### config.mk
export PLATFORM = sky130hd
export DESIGN_NAME = cmn_rst_seq_flat
export DESIGN_NICKNAME = d
export VERILOG_FILES = /design/src/rtl/cmn_rst_seq_if.sv /design/src/rtl/cmn_rst_seq.sv /design/src/flat_wrapper.sv
export SDC_FILE = /design/constraint.sdc
export NUM_CORES = 1
export LEC_CHECK = 0
export CORE_MARGIN = 2
export CORE_UTILIZATION = 45
export CTS_BUF_LIST = sky130_fd_sc_hd__clkbuf_16
export CTS_CLUSTER_DIAMETER = 60
export DETAILED_ROUTE_END_ITERATION = 6
export GPL_TIMING_DRIVEN = 0
export PLACE_DENSITY = 0.65
export SLEW_MARGIN = 20
export SYNTH_ARGS = -nofsm -noshare
export SYNTH_HDL_FRONTEND = slang
export SYNTH_SLANG_ARGS = --single-unit
### constraint.sdc
create_clock -name clk -period 3.1 [get_ports clk]
set_input_delay 0.93 -clock clk [delete_from_list [all_inputs] [get_ports clk]]
set_output_delay 0.93 -clock clk [all_outputs]
set_load 0.005 [all_outputs]
### src/rtl/cmn_rst_seq_if.sv
// Soft-reset request/status bundle between a reset sequencer and its requester.
interface cmn_rst_seq_if;
    logic       req;
    logic       rst_n;
    logic       busy;
    logic       done;
    logic       ack;
    logic [7:0] rst_count;

    modport master (output req, input rst_n, busy, done, ack, rst_count);
    modport slave  (input req, output rst_n, busy, done, ack, rst_count);
endinterface

### src/rtl/cmn_rst_seq.sv
// Reset sequencer: holds rst_n low ASSERT_CYCLES, then settles SETTLE_CYCLES before done.
// Latency: ack/rst_n respond one clk after req is sampled; all outputs registered.
// Backpressure: none; req always accepted, and a req during a sequence restarts the low pulse.
module cmn_rst_seq #(
    parameter int unsigned ASSERT_CYCLES = 16,
    parameter int unsigned SETTLE_CYCLES = 4
) (
    input  logic          clk,
    input  logic          rst,
    cmn_rst_seq_if.slave  bus
);
    typedef enum logic [1:0] {ST_ASSERT, ST_SETTLE, ST_IDLE} state_t;

    localparam logic [7:0] ASSERT_LAST = 8'(ASSERT_CYCLES - 1);
    localparam logic [7:0] SETTLE_LAST = (SETTLE_CYCLES == 0) ? 8'd0 : 8'(SETTLE_CYCLES - 1);
    localparam bit         SKIP_SETTLE = (SETTLE_CYCLES == 0);

    state_t     state_q, state_d;
    logic [7:0] cnt_q, cnt_d;
    logic [7:0] rst_count_q;
    logic       rst_n_q, busy_q, done_q, ack_q;
    logic       done_d, ack_d, inc_d;

    always_comb begin
        state_d = state_q;
        cnt_d   = cnt_q + 8'd1;
        done_d  = 1'b0;
        ack_d   = 1'b0;
        inc_d   = 1'b0;
        case (state_q)
            ST_ASSERT: begin
                // A req here only stretches the pulse; it is not a new reset.
                if (bus.req) begin
                    cnt_d = 8'd0;
                    ack_d = 1'b1;
                end else if (cnt_q == ASSERT_LAST) begin
                    cnt_d = 8'd0;
                    if (SKIP_SETTLE) begin
                        state_d = ST_IDLE;
                        done_d  = 1'b1;
                    end else begin
                        state_d = ST_SETTLE;
                    end
                end
            end
            ST_SETTLE: begin
                if (bus.req) begin
                    state_d = ST_ASSERT;
                    cnt_d   = 8'd0;
                    ack_d   = 1'b1;
                    inc_d   = 1'b1;
                end else if (cnt_q == SETTLE_LAST) begin
                    state_d = ST_IDLE;
                    cnt_d   = 8'd0;
                    done_d  = 1'b1;
                end
            end
            ST_IDLE: begin
                cnt_d = 8'd0;
                if (bus.req) begin
                    state_d = ST_ASSERT;
                    ack_d   = 1'b1;
                    inc_d   = 1'b1;
                end
            end
            default: begin
                state_d = ST_ASSERT;
                cnt_d   = 8'd0;
            end
        endcase
    end

    always_ff @(posedge clk) begin
        if (rst) begin
            state_q     <= ST_ASSERT;
            cnt_q       <= 8'd0;
            rst_n_q     <= 1'b0;
            busy_q      <= 1'b1;
            done_q      <= 1'b0;
            ack_q       <= 1'b0;
            rst_count_q <= 8'd0;
        end else begin
            state_q <= state_d;
            cnt_q   <= cnt_d;
            rst_n_q <= (state_d != ST_ASSERT);
            busy_q  <= (state_d != ST_IDLE);
            done_q  <= done_d;
            ack_q   <= ack_d;
            if (inc_d && (rst_count_q != 8'hFF))
                rst_count_q <= rst_count_q + 8'd1;
        end
    end

    assign bus.rst_n     = rst_n_q;
    assign bus.busy      = busy_q;
    assign bus.done      = done_q;
    assign bus.ack       = ack_q;
    assign bus.rst_count = rst_count_q;
endmodule

### src/flat_wrapper.sv
// flat-port wrapper written by rule: the top's interface ports become plain ports
module cmn_rst_seq_flat 
#(
    parameter int unsigned ASSERT_CYCLES = 16,
    parameter int unsigned SETTLE_CYCLES = 4
)
  (clk, rst, bus_req, bus_rst_n, bus_busy, bus_done, bus_ack, bus_rst_count);
  cmn_rst_seq_if bus_i ();
  input  logic clk;
  input  logic rst;
  input wire logic [$bits(bus_i.req)-1:0] bus_req;
  output wire logic [$bits(bus_i.rst_n)-1:0] bus_rst_n;
  output wire logic [$bits(bus_i.busy)-1:0] bus_busy;
  output wire logic [$bits(bus_i.done)-1:0] bus_done;
  output wire logic [$bits(bus_i.ack)-1:0] bus_ack;
  output wire logic [$bits(bus_i.rst_count)-1:0] bus_rst_count;
  assign bus_i.req = bus_req;
  assign bus_rst_n = bus_i.rst_n;
  assign bus_busy = bus_i.busy;
  assign bus_done = bus_i.done;
  assign bus_ack = bus_i.ack;
  assign bus_rst_count = bus_i.rst_count;
  cmn_rst_seq #(.ASSERT_CYCLES(ASSERT_CYCLES), .SETTLE_CYCLES(SETTLE_CYCLES)) u_core (.clk(clk), .rst(rst), .bus(bus_i));
endmodule
==> flow_summary.toml <==
[critical_path]
crit_path_end_kind = "flip-flop"
start_kind = "primary input"
arrival_ps = 2540
cp_data_required_time_ps = 3280
crit_type = "in2reg"
crit_fanout = 6

[timing]
setup_viol = 0
max_freq_mhz = 424
finalHoldWorstSlack_ps = 443
min_period_ps = 2360
finalMaxSlewViolations = 0
finClkSkew_ps = 3.16
hold_viol_final = 0
final.setup.worst_slack_ps = 740
fin_crit_sh_pct = 76.1
tightest_slew_ps = 496
rsz0062_at_grt = "no"
slew-limit-headroom_pct = 66.1
fin_tns_setup_ps = 0

[clock_tree]
cts_tree = "built"
post_cts_resized = 0
cts.sinks = 22
htreeDepth = 1
cts_setup_buffers = 0
clkTransAtPathRegs_ps = 60
cts_root_buf = "clkbuf_16"
insertion_delay_ps = 250
numCtsBuffers = 3
cts.path.max_buffers = 2
cts_hold_buf = 0

[power]
seqPwrFrac_pct = 50.3
swShare_pct = 18.4
combPwrFrac_pct = 2.6
leakagePower_nw = 0.456
p_switching_mw = 0.105
clkPwrFrac_pct = 47.1
p_int_mw = 0.463
ir_drop_mv = 0.256
powerDensity_mw_per_mm2 = 449

[detailed_routing]
wire_per_inst_um = 11.3
vias_per_cell = 5.06
drc_errors = 0
drt_pre_antenna_iters = 4
routed_wl_um = 1740
ant_nets = 0
drt_iter0_drc = 7
dr_total_vias = 780

[final_layout]
drive_gt1_share_pct = 7.94
fin_util_pct = 58.3
diodes = 0
final_nets = 136
fillers = 207
finalNonFillerCells = 154
synthToLayoutAreaGrowth_pct = 25.1

[yosys]
avgSynthCellArea_um2 = 9.36
ys_seq_area_share_pct = 43.6
synth_fp_nets = 117
synth_edf_count = 0
netlist-cell-type-count = 33
synth_area_mm2 = 0.00101
synthCells = 108
ys_seq_elements = 22
ys.flop_type = "dfxtp_1"
synthArstFlopShare_pct = 0
ys.warnings.count = 0

[floorplanning]
die_x_um = 51.4
die_area_mm2 = 0.00264
initial_core_util_pct = 46.6
fp.dieH_um = 51.4
io_pins = 15
core-area_mm2 = 0.00217
row_count = 17

[run_status]
status = "finished clean"

[grt]
grt_first_pass_wirelength_um = 2890
grt_pass1_vias = 683
gr-total-overflow = 0
track_usage_pct = 14.9
grt_max_degree = 13
antenna_found_initial = 0

[placement]
place.gp.congestion = 0.779
place_inst = 150
pre_cts_slack_ps = 484
port_buffers = 14
dp_hpwl_um = 1320

[job]
max_cap_viol_count = 0

[worst_hold_path]
min_path_type = "reg2reg"
[area by class of cell]
type / count / area (µm²) / share of cell area [%]
Multi-Input combinational cell: 78 / 541 / 42.7
Timing Repair Buffer: 14 / 140 / 11.1
Clock buffer: 3 / 75.1 / 5.93
Clock inverter: 1 / 3.75 / 0.297
Inverter: 7 / 26.3 / 2.08
Sequential cell: 22 / 440 / 34.8
Buffer: 1 / 3.75 / 0.297
Tap cell: 28 / 35.0 / 2.77
[cell usage after synthesis (2+ instances only)]
cell type | n | share of area (%)
a211oi_1 | 3 | 2.2
a21o_1 | 3 | 2.2
a21oi_1 | 4 | 2.0
dfxtp_1 | 22 | 44
ha_1 | 6 | 7.4
inv_1 | 7 | 2.6
nand2_1 | 7 | 2.6
nand2b_1 | 2 | 1.2
nand3_1 | 3 | 1.5
nor2_1 | 15 | 5.6
o21ai_0 | 2 | 0.99
o31ai_1 | 3 | 2.2
or4_1 | 2 | 1.5
or4_4 | 2 | 2.2
xnor2_1 | 5 | 4.3
xor2_1 | 5 | 4.3
[final timing paths]
path,from,to,slack [ps],cells after the start
max,bus_req,u_core.bus.rst_count[5]$_SDFFE_PP0P_,740,5
min,u_core.cnt_q[0]$_SDFF_PP0_,u_core.cnt_q[0]$_SDFF_PP0_,440,1
max reg2reg,u_core.cnt_q[0]$_SDFF_PP0_,u_core.bus.busy$_SDFF_PP1_,1040,5
min reg2reg,u_core.cnt_q[0]$_SDFF_PP0_,u_core.cnt_q[0]$_SDFF_PP0_,440,1
[registers in the layout, summed over array words and instances (netlist names)]
| signal | cells |
|---|---|
| u_core.bus.ack | 1 |
| u_core.bus.busy | 1 |
| u_core.bus.done | 1 |
| u_core.bus.rst_count | 8 |
| u_core.bus.rst_n | 1 |
| u_core.cnt_q | 8 |
| u_core.state_q | 2 |
[logic make-up after synthesis]
group | share of synthesized area (%)
and+or+nand+nor | 21.7
DFF | 43.6
AOI/OAI and AO/OA | 14.7
xor gates and xnor gates | 8.66
buffers and inverters | 2.97
adders and majority gates | 7.43
muxes | 0.990
[power groups by stage]
stage	Combinational [mW]	Sequential, mW	Clock [mW]
floorplan	0.00774	0.292	0
global placement	0.0145	0.292	0
CTS	0.0147	0.286	0.275
detailed placement	0.0146	0.292	0
global route	0.0164	0.286	0.285
finish	0.0147	0.286	0.268
[worst max-delay path: stages]
cell and delay [ps]:
clkdlybuf4s50_1 560, nand2_1 160, a21o_1 260, or4_1 480
a21oi_1 140
[layer usage]
metal,up-vias,wire [µm],GRT usage [%]
met5,-,0,0
met4,0,23,7.46
met3,4,67,4.97
met2,13,794,23.1
met1,346,850,18.3
li1,417,-,-
[placed cells by master, fill, tap and decap left out]
master and instances:
a2111oi_0 1, or3_1 1, o21ai_0 2, or2_2 1, a221oi_2 1, dfxtp_1 22, and3_2 1, nor4b_1 1
clkdlybuf4s50_1 14, or2_1 1, a21o_1 3, o211ai_1 1, nand2_1 7, nand4_1 1, clkinv_1 1, or4_4 2
and4_1 1, inv_1 7, and3_1 1, o41a_2 1, or3b_2 1, or4_1 2, ha_1 6, and2_1 1
xnor2_1 5, clkbuf_16 3, nor2_1 15, a21oi_1 4, xor2_1 5, o21bai_1 1, nand3_1 3, mux2i_1 1
clkbuf_1 1, nand2b_1 2, a211oi_1 3, o31ai_1 3
[metrics by stage]
step	cell area [µm²]	total power, mW
floorplan	1010	0.300
global placement	1190	0.306
detailed placement	1190	0.306
CTS	1260	0.575
global route	1260	0.587
finish	1260	0.568
Note: power is estimated with default switching activity, not from simulation.
